**src/rtl/serial_alu_if.sv**
```systemverilog
// serial_alu_if: operation request / result bundle for serial_alu.
//
// Handshake: start is sampled only while busy=0 (IDLE or DONE). The rising
// edge that sees start=1 accepts the request and latches sel, a and b.
// busy is high for exactly WIDTH cycles after acceptance. done is a one-cycle
// pulse that arrives together with fresh y, cout and err. Those three hold
// until the next done. start during busy=1 is ignored.
interface serial_alu_if #(
  parameter int WIDTH = 8
);
  logic             start;
  logic [2:0]       sel;
  logic [WIDTH-1:0] a;
  logic [WIDTH-1:0] b;
  logic             busy;
  logic             done;
  logic [WIDTH-1:0] y;
  logic             cout;
  logic             err;

  modport master (
    output start, sel, a, b,
    input  busy, done, y, cout, err
  );

  modport slave (
    input  start, sel, a, b,
    output busy, done, y, cout, err
  );
endinterface

```
**src/rtl/serial_alu.sv**
```systemverilog
// serial_alu: bit-serial ALU. It processes one bit per clock, LSB first,
// over WIDTH cycles. Logic ops are OR/AND/NOR/NAND.
// Optional macro SERIAL_ALU_ARITH_EN adds serial ADD (sel=100) and
// SUB (sel=101). Without it, every sel[2]=1 opcode is illegal and cout stays 0.
// The bus WIDTH parameter must match the interface instance WIDTH.
// dbg_state exposes the FSM state encoding: 0=IDLE, 1=RUN, 2=DONE.
module serial_alu #(
  parameter int WIDTH = 8
) (
  input  logic               clk,
  input  logic               rst,
  serial_alu_if.slave        bus,
  output logic [1:0]         dbg_state
);
  localparam int CW = $clog2(WIDTH + 1);

  typedef enum logic [1:0] {
    IDLE = 2'd0,
    RUN  = 2'd1,
    DONE = 2'd2
  } state_t;

  state_t           state;
  logic [WIDTH-1:0] a_q;
  logic [WIDTH-1:0] b_q;
  logic [WIDTH-1:0] sr;
  logic [2:0]       sel_q;
  logic [CW-1:0]    cnt;
  logic             res_bit;
  logic             illegal;
  logic             last;
`ifdef SERIAL_ALU_ARITH_EN
  logic             carry;
  logic             carry_nxt;
  logic             is_arith;
`endif

  assign dbg_state = state;
  assign last      = (cnt == CW'(WIDTH - 1));

`ifdef SERIAL_ALU_ARITH_EN
  assign illegal  = sel_q[2] & sel_q[1];
  assign is_arith = sel_q[2] & ~sel_q[1];
`else
  assign illegal  = sel_q[2];
`endif

  // Result bit (and ripple carry) for the current LSB of the shifting operands
  always_comb begin
    res_bit = 1'b0;
`ifdef SERIAL_ALU_ARITH_EN
    carry_nxt = 1'b0;
`endif
    case (sel_q)
      3'b000: res_bit = a_q[0] | b_q[0];
      3'b001: res_bit = a_q[0] & b_q[0];
      3'b010: res_bit = ~(a_q[0] | b_q[0]);
      3'b011: res_bit = ~(a_q[0] & b_q[0]);
`ifdef SERIAL_ALU_ARITH_EN
      3'b100: begin
        res_bit   = a_q[0] ^ b_q[0] ^ carry;
        carry_nxt = (a_q[0] & b_q[0]) | (carry & (a_q[0] ^ b_q[0]));
      end
      3'b101: begin
        res_bit   = a_q[0] ^ ~b_q[0] ^ carry;
        carry_nxt = (a_q[0] & ~b_q[0]) | (carry & (a_q[0] ^ ~b_q[0]));
      end
`endif
      default: res_bit = 1'b0;
    endcase
  end

  // Control FSM with registered busy/done and result outputs
  always_ff @(posedge clk) begin
    if (rst) begin
      state    <= IDLE;
      bus.busy <= 1'b0;
      bus.done <= 1'b0;
      bus.y    <= '0;
      bus.cout <= 1'b0;
      bus.err  <= 1'b0;
      a_q      <= '0;
      b_q      <= '0;
      sr       <= '0;
      sel_q    <= 3'b000;
      cnt      <= '0;
`ifdef SERIAL_ALU_ARITH_EN
      carry    <= 1'b0;
`endif
    end else begin
      case (state)
        IDLE, DONE: begin
          bus.done <= 1'b0;
          if (bus.start) begin
            a_q      <= bus.a;
            b_q      <= bus.b;
            sel_q    <= bus.sel;
            cnt      <= '0;
`ifdef SERIAL_ALU_ARITH_EN
            // SUB is a + ~b + 1, so its carry-in starts at 1
            carry    <= (bus.sel == 3'b101);
`endif
            bus.busy <= 1'b1;
            state    <= RUN;
          end else begin
            bus.busy <= 1'b0;
            state    <= IDLE;
          end
        end
        RUN: begin
          a_q <= a_q >> 1;
          b_q <= b_q >> 1;
          sr  <= {res_bit, sr[WIDTH-1:1]};
          cnt <= cnt + 1'b1;
`ifdef SERIAL_ALU_ARITH_EN
          carry <= carry_nxt;
`endif
          if (last) begin
            state    <= DONE;
            bus.busy <= 1'b0;
            bus.done <= 1'b1;
            bus.err  <= illegal;
            bus.y    <= illegal ? '0 : {res_bit, sr[WIDTH-1:1]};
`ifdef SERIAL_ALU_ARITH_EN
            bus.cout <= is_arith & carry_nxt;
`else
            bus.cout <= 1'b0;
`endif
          end
        end
        default: begin
          state    <= IDLE;
          bus.busy <= 1'b0;
          bus.done <= 1'b0;
        end
      endcase
    end
  end
endmodule

```
**src/flat_wrapper.sv**
```systemverilog
// flat-port wrapper written by rule: the top's interface ports become plain ports
module serial_alu_flat 
#(
  parameter int WIDTH = 8
)
  (clk, rst, dbg_state, bus_start, bus_sel, bus_a, bus_b, bus_busy, bus_done, bus_y, bus_cout, bus_err);
  serial_alu_if #(.WIDTH(WIDTH)) bus_i ();
  input  logic clk;
  input  logic rst;
  output logic [1:0] dbg_state;
  input wire logic [$bits(bus_i.start)-1:0] bus_start;
  input wire logic [$bits(bus_i.sel)-1:0] bus_sel;
  input wire logic [$bits(bus_i.a)-1:0] bus_a;
  input wire logic [$bits(bus_i.b)-1:0] bus_b;
  output wire logic [$bits(bus_i.busy)-1:0] bus_busy;
  output wire logic [$bits(bus_i.done)-1:0] bus_done;
  output wire logic [$bits(bus_i.y)-1:0] bus_y;
  output wire logic [$bits(bus_i.cout)-1:0] bus_cout;
  output wire logic [$bits(bus_i.err)-1:0] bus_err;
  assign bus_i.start = bus_start;
  assign bus_i.sel = bus_sel;
  assign bus_i.a = bus_a;
  assign bus_i.b = bus_b;
  assign bus_busy = bus_i.busy;
  assign bus_done = bus_i.done;
  assign bus_y = bus_i.y;
  assign bus_cout = bus_i.cout;
  assign bus_err = bus_i.err;
  serial_alu #(.WIDTH(WIDTH)) u_core (.clk(clk), .rst(rst), .bus(bus_i), .dbg_state(dbg_state));
endmodule
```
**config.mk**
```make
export PLATFORM = sky130hd
export DESIGN_NAME = serial_alu_flat
export DESIGN_NICKNAME = d
export VERILOG_FILES = /design/src/rtl/serial_alu_if.sv /design/src/rtl/serial_alu.sv /design/src/flat_wrapper.sv
export SDC_FILE = /design/constraint.sdc
export NUM_CORES = 1
export LEC_CHECK = 0
export ABC_AREA = 1
export CAP_MARGIN = 20
export CORE_MARGIN = 4
export CORE_UTILIZATION = 40
export DETAILED_ROUTE_END_ITERATION = 7
export PLACE_DENSITY = 0.72
export SYNTH_ARGS = -nofsm -noshare
export SYNTH_HDL_FRONTEND = slang
export SYNTH_SLANG_ARGS = --single-unit
```
**constraint.sdc**
```tcl
create_clock -name clk -period 1.6 [get_ports clk]
set_input_delay 0.24 -clock clk [delete_from_list [all_inputs] [get_ports clk]]
set_output_delay 0.24 -clock clk [all_outputs]
set_load 0.05 [all_outputs]
```
==> flow_summary.yaml <==
logic_synthesis:
  synth_cell_types: 23
  yosys-top-cells-area: "dfxtp_1 51%, nand2_1 14%, a21oi_1 5.6%"
  ys_warn_count: 0
  async_flop_share_pct: 0
  netlist_area_sq_um: 1680
  avgSynthCellArea_sq_um: 7.69
  synth_edf_count: 0
  yosys-top-cells-count: "65 x nand2_1, 43 x dfxtp_1, 21 x nor2_1"
  synth_seq_cells: 43
  synth.most_common_cell: "nand2_1"
  synthDominantCellAreaShare_pct: 51.1
  synthCells: 219
  synthFlopType: "dfxtp_1"
  syn-num-nets: 242
  yosysTopAreaCell: "dfxtp_1"
  yosysSeqAreaShare_pct: 51.1
grt:
  grt_max_degree: 28
  grt_usage_pct: 13.9
  grt_pass1_wl_microns: 5790
  antenna_found_initial: 0
  overflow: 0
  grt_pass1_vias: 1323
setup_path:
  critical_path.slowest_cell: "dfxtp_1"
  r2r_slack_ps: 240
  crit_chain: "ha_1, nand3_2, nor2_4, buf_4, nand3_1, a21oi_1"
  critPathMaxStageDelay_ps: 380
  cp-end-kind: "register"
  worstPathMaxFanout: 7
  r2r_start: "u_core.cnt[0]"
  r2r_end: "u_core.bus.y[5]"
  crit_path_start_kind: "register"
  crit_required_ps: 1830
  reg2reg_depth: 6
  crit_arrival_ps: 1590
  path_class: "register to register"
timing:
  period_share_pct: 85.1
  fin_skew_ps: 7.85
  tns_ps: 0
  hold_violations: 0
  maxSlewViolCount: 0
  setup_viol: 0
  layout_min_cycle_time_ps: 1360
  setup_slack_ps: 238
  rsz0062_at_grt: "false"
  max_freq_ghz: 0.734
power_and_ir_drop:
  leakage_nw: 0.796
  clkPwrFrac_pct: 32.9
  power_density_nw_per_um2: 1010
  switching_share_pct: 27.0
  max-vdd-ir-drop_v: 0.000498
  p_int_w: 0.00155
  p_comb_share_pct: 12.3
  seqPwrFrac_pct: 54.7
  finalPower_w: 0.00212
  p_sw_w: 0.000573
floorplan:
  core_sq_um: 4030
  die_w_microns: 72.9
  initial_core_util_pct: 41.8
  die_area_sq_um: 5310
  dieHeight_microns: 72.9
  rows: 23
  ios: 36
flow_run:
  maxCapViolCount: 0
min_path:
  min_from: "u_core.bus.busy"
  whs_endpoint: "u_core.bus.busy"
  hold_path.class: "register to register"
  holdPathStages: 2
drt:
  wl_per_cell_microns: 11.2
  drt_pre_antenna_iters: 4
  finalWirelength_microns: 3410
  first_iter_violations: 83
  drcViolationCount: 0
  via_per_inst: 4.76
  route.vias.total: 1447
  final_antenna_net_count: 0
place:
  gp_congestion: 0.740
  io_buffers: 34
  placed_cells: 296
  place_ws_ps: 93.2
  post_dp_cell_area_sq_um: 2010
  post-dp-hpwl_microns: 2390
final_layout:
  multiInputGateArea_sq_um: 697
  area_delta_synth_final_pct: 24.7
  final_cells: 304
  final_area_sq_um: 2100
  seqCellArea_sq_um: 861
  final_nets: 276
  antennaDiodeCount: 0
  drive_gt1_share_pct: 12.6
  fill_cells: 410
clock_tree:
  cts_resized: 0
  clock-sinks: 43
  post_cts_buffers: 0
  cts_tree: "built"
  clockBufferDepth: 2
  numCtsBuffers: 5
  clock_latency_ps: 300
  cts.clk_slew.worst_paths_ps: 90
  htreeDepth: 2
  root_buffer: "clkbuf_8"
  ctsHoldBuffers: 0
run_status:
  outcome: "finished, final reports clean"
worst max-delay path by stage:
stage,from,end,slack [ps],depth (start not counted)
2_1_floorplan,u_core.dbg_state[1],u_core.a_q[6],180,6
3_3_place_gp,bus_start,u_core.b_q[0],120,6
3_5_place_dp,bus_start,u_core.a_q[4],90,6
4_1_cts,u_core.cnt[0],u_core.bus.y[5],240,6
5_1_grt,u_core.cnt[0],u_core.bus.y[5],90,6
6_report,u_core.cnt[0],u_core.bus.y[5],240,6
logic make-up after synthesis:
| family | synth area share [%] |
|---|---|
| buffers and inverters | 7.50 |
| AO/OA/AOI/OAI | 15.0 |
| flip-flops | 51.1 |
| AND/OR/NAND/NOR | 25.4 |
| adder cells (fa/ha/maj) | 0.743 |
| other | 0.223 |
flip-flops by register name (all words and copies together) (netlist names), 2 cells and up:
signal and flops:
u_core.bus.y 8, u_core.sr 7, u_core.sel_q 3, u_core.a_q 8, u_core.b_q 8, u_core.dbg_state 2
u_core.cnt 4
per-stage QoR:
| stage | util, % | hold WS (ps) |
|---|---|---|
| after floorplan | - | 387 |
| after global placement | 49.8 | 448 |
| after detailed placement | 49.8 | 459 |
| after CTS | 52.1 | 469 |
| after global routing | 52.1 | 485 |
| final | 52.1 | 467 |
power groups by stage:
stage               Clock, W  Sequential (W)  Combinational [W]
floorplan                  0         0.00119           0.000167
CTS                 0.000722         0.00116           0.000264
finish              0.000698         0.00116           0.000261
detailed placement         0         0.00118           0.000264
global placement           0         0.00118           0.000257
global route        0.000767         0.00117           0.000295
cell type report:
cell class	instances	share of cell area (%)
clock buffer	5	3.28
clock inverter	3	1.13
inverter	13	2.38
multi-input combinational	152	33.2
sequential	43	41.0
tap	50	2.98
timing repair buffer	38	16.1
layout by cell type, fill, tap and decap left out, types with 2 or more instances in the layout:
cell type	instances
a21oi_1	19
a31oi_1	14
buf_4	17
clkbuf_8	5
clkdlybuf4s50_1	21
clkinv_1	2
clkinvlp_4	2
dfxtp_1	43
inv_1	9
nand2_1	65
nand2_2	2
nand3_1	10
nor2_1	21
nor3_1	2
o21ai_0	13
critical path, delay by kind of cell, from the launching register on:
family,cells,cell delay [ps]
compound gates,1,140
fa+ha+maj,1,220
buf+inv,1,170
flops,1,380
simple gates,3,370
metal layers:
metal	part of all wire, %	GRT usage (%)
met3	6.6	4.96
met1	48	17.4
met4	0.44	3.69
met2	45	22.7
met5	0	0
(Power assumes the default switching activity.)
